File: config.mk
export PLATFORM = sky130hd
export DESIGN_NAME = note_phase_divider_flat
export DESIGN_NICKNAME = d
export VERILOG_FILES = /design/src/rtl/note_phase_pkg.sv /design/src/rtl/note_phase_divider_if.sv /design/src/rtl/note_phase_channel.sv /design/src/rtl/note_phase_divider.sv /design/src/flat_wrapper.sv
export SDC_FILE = /design/constraint.sdc
export NUM_CORES = 1
export LEC_CHECK = 0
export CAP_MARGIN = 20
export CORE_ASPECT_RATIO = 2
export CORE_MARGIN = 8
export CORE_UTILIZATION = 53
export DETAILED_ROUTE_END_ITERATION = 16
export GPL_ROUTABILITY_DRIVEN = 1
export PLACE_DENSITY_LB_ADDON = 0.08
export SYNTH_ARGS = -nofsm -noshare
export SYNTH_HDL_FRONTEND = slang
export SYNTH_SLANG_ARGS = --single-unit
export TNS_END_PERCENT = 50
File: constraint.sdc
create_clock -name clk -period 2.53 [get_ports clk]
set_input_delay 0.253 -clock clk [delete_from_list [all_inputs] [get_ports clk]]
set_output_delay 0.253 -clock clk [all_outputs]
set_load 0.03 [all_outputs]
File: src/rtl/note_phase_pkg.sv
// note_phase_pkg: shared defaults and the effective-modulus helper for note_phase_divider.
package note_phase_pkg;
    localparam int NPD_DEFAULT_PRESCALE = 524288;
    localparam int NPD_DEFAULT_CHANNELS = 4;
    localparam int NPD_DEFAULT_PHASE_W  = 3;
    function automatic logic [31:0] npd_eff_modulus(input logic [31:0] m);
        return (m == 32'd0) ? 32'd1 : m;
    endfunction
endpackage

File: src/rtl/note_phase_divider_if.sv
// note_phase_divider_if: control/phase bundle for note_phase_divider.
// The wrap strobes exist only when NOTE_PHASE_DIV_WRAP_PULSE_EN is defined.
interface note_phase_divider_if
    import note_phase_pkg::*;
#(
    parameter int CHANNELS = NPD_DEFAULT_CHANNELS,
    parameter int PHASE_W  = NPD_DEFAULT_PHASE_W,
    parameter int PRE_W    = $clog2(NPD_DEFAULT_PRESCALE) + 1
);
    logic [PRE_W-1:0]            period;
    logic [CHANNELS-1:0]         en;
    logic [CHANNELS*PHASE_W-1:0] modulus;
    logic                        tick;
    logic [CHANNELS*PHASE_W-1:0] phase;
`ifdef NOTE_PHASE_DIV_WRAP_PULSE_EN
    logic [CHANNELS-1:0]         wrap;
    modport master (output period, en, modulus, input tick, phase, wrap);
    modport slave  (input period, en, modulus, output tick, phase, wrap);
`else
    modport master (output period, en, modulus, input tick, phase);
    modport slave  (input period, en, modulus, output tick, phase);
`endif
endinterface

File: src/rtl/note_phase_channel.sv
// note_phase_channel: one phase counter cycling modulo its programmable modulus on each tick.
// Optional wrap register built with NOTE_PHASE_DIV_WRAP_PULSE_EN.
module note_phase_channel
    import note_phase_pkg::*;
#(
    parameter int PHASE_W = NPD_DEFAULT_PHASE_W
) (
    input  logic               clk,
    input  logic               rst_n,
    input  logic               en,
    input  logic               tick,
    input  logic [PHASE_W-1:0] modulus,
`ifdef NOTE_PHASE_DIV_WRAP_PULSE_EN
    output logic               wrap,
`endif
    output logic [PHASE_W-1:0] phase
);
    logic [PHASE_W-1:0] m_eff;
    logic               last;
    assign m_eff = PHASE_W'(npd_eff_modulus(32'(modulus)));
    // >= so a modulus shrunk below the current phase wraps on the next tick
    assign last  = phase >= m_eff - PHASE_W'(1);
    always_ff @(posedge clk or negedge rst_n) begin
        if (!rst_n)
            phase <= '0;
        else if (!en)
            phase <= '0;
        else if (tick)
            phase <= last ? '0 : phase + PHASE_W'(1);
    end
`ifdef NOTE_PHASE_DIV_WRAP_PULSE_EN
    always_ff @(posedge clk or negedge rst_n) begin
        if (!rst_n)
            wrap <= 1'b0;
        else
            wrap <= en & tick & last;
    end
`endif
endmodule

File: src/rtl/note_phase_divider.sv
// note_phase_divider: shared programmable prescaler driving CHANNELS independent phase counters.
// Define NOTE_PHASE_DIV_WRAP_PULSE_EN to build the per-channel wrap strobes.
module note_phase_divider
    import note_phase_pkg::*;
#(
    parameter int CHANNELS = NPD_DEFAULT_CHANNELS,
    parameter int PHASE_W  = NPD_DEFAULT_PHASE_W,
    parameter int PRESCALE = NPD_DEFAULT_PRESCALE,
    parameter int PRE_W    = $clog2(PRESCALE) + 1
) (
    input logic clk,
    input logic rst_n,
    note_phase_divider_if.slave bus
);
    localparam logic [PRE_W-1:0] PRE_DEF = PRE_W'(PRESCALE);
    logic [PRE_W-1:0]            cnt;
    logic [PRE_W-1:0]            p_eff;
    logic                        term;
    logic                        tick_q;
    logic [CHANNELS*PHASE_W-1:0] phase_all;
    assign p_eff = (bus.period == '0) ? PRE_DEF : bus.period;
    // >= keeps a shrinking period from overrunning the count
    assign term  = cnt >= p_eff - PRE_W'(1);
    always_ff @(posedge clk or negedge rst_n) begin
        if (!rst_n) begin
            cnt    <= '0;
            tick_q <= 1'b0;
        end else begin
            cnt    <= term ? '0 : cnt + PRE_W'(1);
            tick_q <= term;
        end
    end
    assign bus.tick  = tick_q;
    assign bus.phase = phase_all;
`ifdef NOTE_PHASE_DIV_WRAP_PULSE_EN
    logic [CHANNELS-1:0] wrap_all;
    assign bus.wrap = wrap_all;
`endif
    for (genvar i = 0; i < CHANNELS; i++) begin : g_ch
        note_phase_channel #(.PHASE_W(PHASE_W)) u_ch (
            .clk     (clk),
            .rst_n   (rst_n),
            .en      (bus.en[i]),
            .tick    (tick_q),
            .modulus (bus.modulus[i*PHASE_W +: PHASE_W]),
`ifdef NOTE_PHASE_DIV_WRAP_PULSE_EN
            .wrap    (wrap_all[i]),
`endif
            .phase   (phase_all[i*PHASE_W +: PHASE_W])
        );
    end
endmodule

File: src/flat_wrapper.sv
// flat-port wrapper written by rule: the top's interface ports become plain ports
module note_phase_divider_flat import note_phase_pkg::*;
#(
    parameter int CHANNELS = NPD_DEFAULT_CHANNELS,
    parameter int PHASE_W  = NPD_DEFAULT_PHASE_W,
    parameter int PRESCALE = NPD_DEFAULT_PRESCALE,
    parameter int PRE_W    = $clog2(PRESCALE) + 1
)
  (clk, rst_n, bus_period, bus_en, bus_modulus, bus_tick, bus_phase);
  note_phase_divider_if #(.CHANNELS(CHANNELS), .PHASE_W(PHASE_W), .PRE_W(PRE_W)) bus_i ();
  input logic clk;
  input logic rst_n;
  input wire logic [$bits(bus_i.period)-1:0] bus_period;
  input wire logic [$bits(bus_i.en)-1:0] bus_en;
  input wire logic [$bits(bus_i.modulus)-1:0] bus_modulus;
  output wire logic [$bits(bus_i.tick)-1:0] bus_tick;
  output wire logic [$bits(bus_i.phase)-1:0] bus_phase;
  assign bus_i.period = bus_period;
  assign bus_i.en = bus_en;
  assign bus_i.modulus = bus_modulus;
  assign bus_tick = bus_i.tick;
  assign bus_phase = bus_i.phase;
  note_phase_divider #(.CHANNELS(CHANNELS), .PHASE_W(PHASE_W), .PRESCALE(PRESCALE), .PRE_W(PRE_W)) u_core (.clk(clk), .rst_n(rst_n), .bus(bus_i));
endmodule
==> results.toml, run 1 <==
[timing]
setup_viol_count_final = 21
holdWs_ns = 0.348
fmax_mhz = 332
clock_skew_ns = 0.0115
finalWorstSetupSlack_ns = -0.479
finalCriticalPeriod_ns = 3.01
finalMaxSlewViolations = 0
fin_crit_sh = 1.19
rsz0062_at_grt = "true"
finalHoldViolations = 0
slew_headroom = 0.730
tightest_slew_ns = 0.405

[floorplan]
row_count = 36
dieArea_mm2 = 0.00770
start_util = 0.548
core_region_area_mm2 = 0.00486
die_y_um = 116
ios = 51
die_w_um = 66.2

[pwr]
p_int_mw = 0.999
power.density_mw_per_mm2 = 370
power_frac_comb = 0.256
ir_drop_mv = 0.336
netSwitchingPower_mw = 0.415
p_total_mw = 1.41
p_leak_nw = 1.70
power.clock.fraction = 0.313
p_sw_frac = 0.294
seqPwrFrac = 0.432

[setup_path]
rr_startpoint = "u_core.cnt[0]"
worst_ep_arrival_time_ns = 3.23
rr_worst_depth = 9
start_kind = "input pin"
cpPeakStageDelay_ns = 0.56
path_class = "input pin to flip-flop"
crit_chain = "buf_6 > or4_4 > nor3_4 > nand2_2 > buf_6 > or2_4 > xor2_1 > ha_1 > nand4_1 > nor3_2 > a31o_2 > a211o_4 > buf_12 > buf_16 > nor2_4"
crit_path_frequent_cell = "buf_6"
cp.required_ns = 2.75
crit_fanout = 5
critPathLaunch = "bus_period[5]"
r2r-end = "u_core.cnt[10]"
cpMaxStageDelayCell = "or4_4"
endpoint_kind = "flip-flop"
reg2reg_slack_ns = 0.13
critPathCapture = "u_core.cnt[10]"

[cts]
htree_levels = 2
clk_path_buf_depth = 2
insertion_delay_ns = 0.29
clk_pin_slew_worst_paths_ns = 0.07
cts_buffers = 5
hold_buffers = 0
cts_tree = "yes"
clockRootBuffer = "clkbuf_8"
cts_sinks = 33

[layout]
seq_area_um2 = 826
areaGrowthSynthToFinish_pct = 43.2
final_common_cell = "ha_1"
final_cell_mix = "ha_1, clkdlybuf4s50_1, dfrtp_1, buf_4, inv_1"
multi_input_area_mm2 = 0.00190
nNetsFinal = 470
drive_gt1_frac = 0.220
finalNonFillerCells = 448
fillers = 334
num_antenna_cells = 0
fin_util = 0.785

[routing]
ant_nets = 0
viasPerCell = 5.39
drc = 0
vias = 2415
post_drt_wl_per_cell_um = 14.9
dr.pass1.iters = 4
initialDrtViolationCount = 69
drt-total-wl_um = 6680

[place]
dpl.cell_count = 436
dpl.hpwl_um = 5030
gp_congestion = 0.759
post-place-ws_ns = -0.968
port_buffers = 50

[grt]
grt_use_met1 = 0.168
grt_max_degree = 34
overflow = 0
grt_busiest_layer = "met2"
grt_pass1_vias = 2522
use_met3 = 0.0307
grt_pass1_wl_um = 11300
track_usage = 0.186
met2_usage = 0.362
antenna_found_initial = 0

[synth]
synth_enable_flop_cells = 0
ys_top_cells_by_area = "dfrtp_1, ha_1, xnor2_1"
async_reset_ff_frac = 1.00
netlist_instances = 298
synth.distinct_cells = 37
synthFlopType = "dfrtp_1"
synth_fp_nets = 378
synth_area_mm2 = 0.00267
synth_seq_cells = 33
synth_top_area_share = 0.310
yosysWarnings = 0
avgSynthCellArea_um2 = 8.95
synth_top_area_cell = "dfrtp_1"
synth-seq-area-share = 0.310

[status]
violations = "negative setup slack"
outcome = "complete, but fails checks"

[hold_path]
holdCritPathClass = "input pin to asynchronous set/reset pin"

[job]
maxCapViolCount = 0
-- layout make-up --
cell class	count	share of cell area
multi-input cells	238	0.498
repair buffers	88	0.217
flip-flops and latches	33	0.216
clock buffers	7	0.0252
inverters	24	0.0236
well taps	57	0.0187
clock inverters	1	0.00131
-- routing by layer --
metal / part of all wire / vias up
met5: 0 / -
met4: 0.045 / 0
met3: 0.042 / 18
met2: 0.57 / 66
met1: 0.35 / 1117
li1: - / 1214
-- cells by family (layout without fill, tap and decap cells) --
group / count (synthesis) / after routing / synth area share
AO/OA/AOI/OAI: 40 / 40 / 0.108
XOR/XNOR: 39 / 39 / 0.128
adder cells (fa/ha/maj): 42 / 42 / 0.197
buffers and inverters: 27 / 120 / 0.0385
flip-flops: 33 / 33 / 0.310
AND/OR/NAND/NOR: 117 / 117 / 0.219
-- through the flow --
stage	setup TNS, ns	instance area, um^2
2_1_floorplan	-6.87	2680
3_3_place_gp	-18.68	3500
3_5_place_dp	-19.51	3500
4_1_cts	-10.53	3810
5_1_grt	-10.55	3820
6_report	-8.54	3820
-- flip-flops by register name, summed over array words and instances (netlist names) --
register,count
u_core.bus.tick,1
u_core.cnt,20
u_core.g_ch.u_ch.phase,12
-- synthesized netlist by cell type, drive strengths merged (3+ instances only) --
cell      n
nand2    23
nand2b    9
nand4     5
xor2     18
o21ai     5
inv      24
a21o      5
nor4      4
nand3     8
o2bb2ai   4
nor2     37
a32o      4
dfrtp    33
xnor2    21
nor2b     4
or4       3
ha       42
nor3     15
a21oi    14
-- power groups by stage --
| stage | clock [mW] | sequential, mW | combinational (mW) |
|---|---|---|---|
| final | 0.442 | 0.610 | 0.362 |
| after global routing | 0.475 | 0.615 | 0.401 |
| after CTS | 0.447 | 0.608 | 0.328 |
| after detailed placement | 0 | 0.616 | 0.322 |
| after global placement | 0 | 0.618 | 0.307 |
| after floorplan | 0 | 0.606 | 0.165 |
-- critical path: cells and delay by family --
kind                       cells  cell delay, ns
buffers and inverters          4            0.51
and+or+nand+nor                7            1.39
AOI/OAI and AO/OA              2            0.61
adders and majority gates      1            0.30
xor gates and xnor gates       1            0.14
-- how the worst min path moves through the flow --
stage          cells after the start          start  slack, ns                           end
3_5_place_dp                       1  u_core.cnt[0]       0.51                 u_core.cnt[0]
6_report                           2          rst_n       0.35  u_core.g_ch[3].u_ch.phase[1]
4_1_cts                            2          rst_n       0.37  u_core.g_ch[3].u_ch.phase[1]
3_3_place_gp                       1  u_core.cnt[0]       0.51                 u_core.cnt[0]
5_1_grt                            2          rst_n       0.38                 u_core.cnt[1]
2_1_floorplan                      0          rst_n      -0.04               u_core.bus.tick
-- what timing repair did --
action,in CTS,in global routing
endpoints found under the setup margin,21,21
setup buffers,3,0
cloned,3,0
pin swaps,25,15
gates resized for setup,50,24
No activity file was read; power rests on OpenSTA's default activity.
==> run 2, diff against run 1 <==
--- a/config.mk
+++ b/config.mk
@@ -11,6 +11,7 @@
 export CORE_UTILIZATION = 53
 export DETAILED_ROUTE_END_ITERATION = 16
 export GPL_ROUTABILITY_DRIVEN = 1
+export MAX_ROUTING_LAYER = met4
 export PLACE_DENSITY_LB_ADDON = 0.08
 export SYNTH_ARGS = -nofsm -noshare
 export SYNTH_HDL_FRONTEND = slang
==> run 2 against run 1 <==
  * The flow still finishes with violations (negative setup slack)
  * Sequential share of layout area about the same
  * Via count decreased by 0.17%
  * Routed wire length increased by 0.76%
==> results.toml, run 2 (synthesis gave the netlist of run 1 again) <==
[status]
outcome = "complete, but fails checks"
violations = "negative setup slack"

[pwr]
p_leak_nw = 1.70
power.clock.fraction = 0.312
power_frac_comb = 0.256
power.density_mw_per_mm2 = 369
netSwitchingPower_mw = 0.414
p_int_mw = 0.999
p_sw_frac = 0.293
ir_drop_mv = 0.334
seqPwrFrac = 0.433
p_total_mw = 1.41

[cts]
clk_pin_slew_worst_paths_ns = 0.07
clockRootBuffer = "clkbuf_8"
cts_sinks = 33
clk_path_buf_depth = 2
insertion_delay_ns = 0.29
htree_levels = 2
cts_buffers = 5
cts_tree = "yes"
hold_buffers = 0

[timing]
finalMaxSlewViolations = 0
tightest_slew_ns = 0.406
finalWorstSetupSlack_ns = -0.489
slew_headroom = 0.730
fin_crit_sh = 1.19
finalHoldViolations = 0
finalCriticalPeriod_ns = 3.02
rsz0062_at_grt = "true"
setup_viol_count_final = 21
clock_skew_ns = 0.00948
fmax_mhz = 331

[job]
maxCapViolCount = 0

[place]
dpl.hpwl_um = 5030
post-place-ws_ns = -0.968
dpl_cell_area_mm2 = 0.00350
port_buffers = 50
gp_congestion = 0.768

[setup_path]
cp_top_family = "simple AND/OR/NAND/NOR gates"
endpoint_kind = "flip-flop"
reg2reg_slack_ns = 0.12
worstSetupPathDepth = 15
path_class = "input pin to flip-flop"
crit_chain = "buf_6 > or4_4 > nor3_4 > nand2_2 > buf_6 > or2_4 > xor2_1 > ha_1 > nand4_1 > nor3_2 > a31o_2 > a211o_4 > buf_12 > buf_12 > nor2_4"
worst_ep_arrival_time_ns = 3.23
cpMaxStageDelayCell = "or4_4"
cpPeakStageDelay_ns = 0.56
crit_fanout = 6
critPathLaunch = "bus_period[5]"
critPathCapture = "u_core.cnt[13]"
rr_startpoint = "u_core.cnt[0]"
start_kind = "input pin"
r2r-end = "u_core.cnt[13]"
rr_worst_depth = 9
path_buf_inv = 4
cp.required_ns = 2.74

[layout]
num_antenna_cells = 0
drive_gt1_frac = 0.220
nNetsFinal = 470
final_cell_mix = "ha_1, clkdlybuf4s50_1, dfrtp_1, buf_4, inv_1"
postLayoutCellArea_mm2 = 0.00383
final_common_cell = "ha_1"
areaGrowthSynthToFinish_pct = 43.4
largest-register = "u_core.cnt"
fin_util = 0.787
fillers = 336
largest_reg_flops = 20

[grt]
grt_pass1_wl_um = 11200
track_usage = 0.191
overflow = 0
antenna_found_initial = 0
grt_pass1_vias = 2521
grt_max_degree = 34

[routing]
dr.pass1.iters = 4
m1WireLength_um = 2360
initialDrtViolationCount = 80
post_drt_wl_per_cell_um = 15.0
top_layer_used = "met4"
viasPerCell = 5.38
wl_met3_um = 227
drc = 0
drt-total-wl_um = 6730
ant_nets = 0
vias = 2411
met2RoutedLength_um = 3880

[floorplan]
dieArea_mm2 = 0.00770
start_util = 0.548
ios = 51
die_y_um = 116
core_region_area_mm2 = 0.00486
die_w_um = 66.2
row_count = 36

[hold_path]
holdCritPathClass = "input pin to asynchronous set/reset pin"
==> run 2: cell count changes in the layout (fill, tap and decap cells not counted) <==
cell    delta
nor2_2     -1
nor2_4     +1
==> run 2: per-stage QoR <==
step | TNS [ns] | hold WS (ns) | cells
after detailed placement | -19.51 | 0.509 | 436
after CTS | -10.53 | 0.367 | 450
after global placement | -18.68 | 0.509 | 436
final | -8.58 | 0.351 | 448
after global routing | -10.58 | 0.383 | 448
after floorplan | -6.87 | -0.0426 | 298
==> run 2: worst min-delay path by stage <==
stage | to | slack [ns] | depth (start not counted)
after CTS | u_core.g_ch[3].u_ch.phase[1] | 0.37 | 2
after global routing | u_core.cnt[1] | 0.38 | 2
after floorplan | u_core.bus.tick | -0.04 | 0
after global placement | u_core.cnt[0] | 0.51 | 1
after detailed placement | u_core.cnt[0] | 0.51 | 1
final | u_core.g_ch[3].u_ch.phase[1] | 0.35 | 2
==> run 2: repair_timing <==
| action | CTS | global route |
|---|---|---|
| endpoints found under the setup margin | 21 | 21 |
| pin swaps | 25 | 15 |
| buffers inserted | 3 | 0 |
| gates resized for setup | 50 | 25 |
| cloned | 3 | 0 |
==> run 2: metal layers <==
metal,GRT usage,up-vias
met2,0.362,56
met1,0.171,1124
li1,-,1215
met4,0.112,0
met5,-,-
met3,0.0250,16
==> run 2: area by class of cell <==
class / instances / area (um^2) / share of cell area
Clock buffer: 7 / 96.3 / 0.0252
Clock inverter: 1 / 5.00 / 0.00131
Inverter: 24 / 90.1 / 0.0235
Multi-Input combinational cell: 238 / 1910 / 0.499
Sequential cell: 33 / 826 / 0.216
Tap cell: 57 / 71.3 / 0.0186
Timing Repair Buffer: 88 / 830 / 0.217
==> run 2: worst reg2reg max path, cell delays in order, from the launching register on <==
cell and delay [ns]:
dfrtp_1 0.42, inv_1 0.06, ha_1 0.28, nand2b_1 0.14, a2111o_1 0.46, a31o_2 0.27, a211o_4 0.35, buf_12 0.15
buf_12 0.14, nor2_4 0.08
==> run 2: power groups by stage <==
stage               clock network [mW]  registers [mW]  logic [mW]
finish                           0.440           0.612       0.361
global route                     0.474           0.615       0.401
CTS                              0.447           0.608       0.328
detailed placement                   0           0.616       0.322
global placement                     0           0.618       0.307
floorplan                            0           0.606       0.165
==> run 3, diff against run 2 <==
--- a/config.mk
+++ b/config.mk
@@ -8,7 +8,7 @@
 export CAP_MARGIN = 20
 export CORE_ASPECT_RATIO = 2
 export CORE_MARGIN = 8
-export CORE_UTILIZATION = 53
+export CORE_UTILIZATION = 45
 export DETAILED_ROUTE_END_ITERATION = 16
 export GPL_ROUTABILITY_DRIVEN = 1
 export MAX_ROUTING_LAYER = met4
==> run 3 against run 2 <==
  * The run still ends with negative setup slack left
  * First-iteration DRC count decreased by 23%
  * Sequential power increased by 0.7%
  * Non-clock buffer count increased by 1
  * Die area increased by 14%
  * Global-route usage decreased by 3.0 points
  * Sequential cell count unchanged
  * Power increased by 11%
  * Fmax decreased by 1.9%
  * Worst hold slack improved by 0.029 ns
  * Clock power increased by 34%
  * Routed wire length decreased by 1.6%
  * Cell count increased by 0.89%
  * Highest routed layer unchanged
==> results.toml, run 3 (synthesis gave the netlist of run 1 again) <==
[layout]
largest-register = "u_core.cnt"
nNetsFinal = 471
final_cell_mix = "ha_1, clkdlybuf4s50_1, buf_4, dfrtp_1, inv_1"
drive_gt1_frac = 0.225
areaGrowthSynthToFinish_pct = 45.0
postLayoutCellArea_mm2 = 0.00387
final_common_cell = "ha_1"
num_antenna_cells = 0
seq_area_um2 = 826
finalNonFillerCells = 452
multi_input_area_mm2 = 0.00191
largest_reg_flops = 20
fillers = 474

[setup_path]
path_buf_inv = 3
cp.required_ns = 2.74
start_kind = "input pin"
endpoint_kind = "flip-flop"
path_class = "input pin to flip-flop"
crit_chain = "buf_6 > or4_4 > or4_4 > or2_4 > o31ai_4 > ha_1 > nand4_1 > nor3_2 > a31o_2 > a211o_4 > buf_6 > buf_16 > nor2_4"
cpMaxStageDelayCell = "or4_4"
worst_ep_arrival_time_ns = 3.29
crit_fanout = 5
reg2reg_slack_ns = 0.09
cpPeakStageDelay_ns = 0.53
cp_top_family = "simple AND/OR/NAND/NOR gates"

[floorplan]
ios = 51
core_region_area_mm2 = 0.00571
die_y_um = 125
dieArea_mm2 = 0.00880
die_w_um = 70.4
start_util = 0.467
row_count = 39

[grt]
antenna_found_initial = 0
grt_max_degree = 34
overflow = 0
grt_pass1_wl_um = 11300
grt_pass1_vias = 2616
track_usage = 0.161

[status]
violations = "negative setup slack"
outcome = "complete, but fails checks"

[routing]
vias = 2446
dr.pass1.iters = 4
ant_nets = 0
post_drt_wl_per_cell_um = 14.7
drt-total-wl_um = 6630
viasPerCell = 5.41
initialDrtViolationCount = 62
drc = 0

[place]
dpl.cell_count = 437
gp_congestion = 0.783
dpl.hpwl_um = 4850
dpl_cell_area_mm2 = 0.00348
port_buffers = 50

[cts]
clockRootBuffer = "clkbuf_16"
cts_tree = "yes"
clk_path_buf_depth = 2
hold_buffers = 0
htree_levels = 2
clk_pin_slew_worst_paths_ns = 0.05
insertion_delay_ns = 0.27
cts_sinks = 33
cts_buffers = 5

[pwr]
p_leak_nw = 1.73
power.density_mw_per_mm2 = 404
ir_drop_mv = 0.538

[timing]
clock_skew_ns = 0.00223
setup_tns_ns = -9.75
finalMaxSlewViolations = 0
rsz0062_at_grt = "true"
setup_viol_count_final = 21
tightest_slew_ns = 0.413
finalWorstSetupSlack_ns = -0.547
finalHoldViolations = 0
finalCriticalPeriod_ns = 3.08
slew_headroom = 0.725
fin_crit_sh = 1.22
fmax_mhz = 325

[job]
maxCapViolCount = 0

[hold_path]
holdCritPathClass = "input pin to asynchronous set/reset pin"
run 3: changes by cell type in the layout (fill, tap and decap cells not counted), sizes merged:
| cell | before | now |
|---|---|---|
| buf | 42 | 43 |
| clkinv | 1 | 0 |
run 3: report_power, final:
part | leakage (nW) | switching, mW | total, mW | internal [mW]
sequential | 0.453 | 0.0566 | 0.616 | 0.560
clock | 0.0700 | 0.204 | 0.590 | 0.386
combinational | 1.20 | 0.168 | 0.356 | 0.188
run 3: area by class of cell:
type	instances	share of cell area
Clock buffer	7	0.0369
Inverter	24	0.0233
Sequential cell	33	0.214
Tap cell	61	0.0197
Multi-Input combinational cell	238	0.493
Timing Repair Buffer	89	0.214
run 3: final timing paths:
check	from	endpoint	cells after the start
worst max-delay path	bus_period[10]	u_core.cnt[12]	13
worst min-delay path	rst_n	u_core.g_ch[3].u_ch.phase[1]	2
worst max register to register	u_core.cnt[0]	u_core.cnt[12]	9
worst min register to register	u_core.cnt[0]	u_core.cnt[0]	1
max in group asynchronous	rst_n	u_core.g_ch[2].u_ch.phase[2]	2
min in group clk	u_core.cnt[0]	u_core.cnt[0]	1
run 3: layer usage:
metal | wire [um] | up-vias | global-route usage
li1 | - | 1227 | -
met1 | 2420 | 1118 | 0.146
met5 | 0 | - | -
met2 | 3640 | 77 | 0.289
met4 | 336 | 0 | 0.119
met3 | 233 | 24 | 0.0223
run 3: per-stage QoR:
| stage | setup WS (ns) | total power [mW] | hold WS, ns | utilization |
|---|---|---|---|---|
| finish | -0.547 | 1.56 | 0.380 | 0.677 |
| global route | -0.623 | 1.64 | 0.421 | 0.677 |
| CTS | -0.524 | 1.56 | 0.389 | 0.670 |
| detailed placement | -0.916 | 0.940 | 0.515 | 0.610 |
| global placement | -0.879 | 0.928 | 0.514 | 0.610 |
| floorplan | -0.347 | 0.771 | -0.0426 | - |
run 3: what timing repair did:
item	in CTS	in global routing
gates resized for setup	59	21
pin swaps	22	14
buffers inserted	3	4
cloned	3	0
setup endpoints to repair	21	21
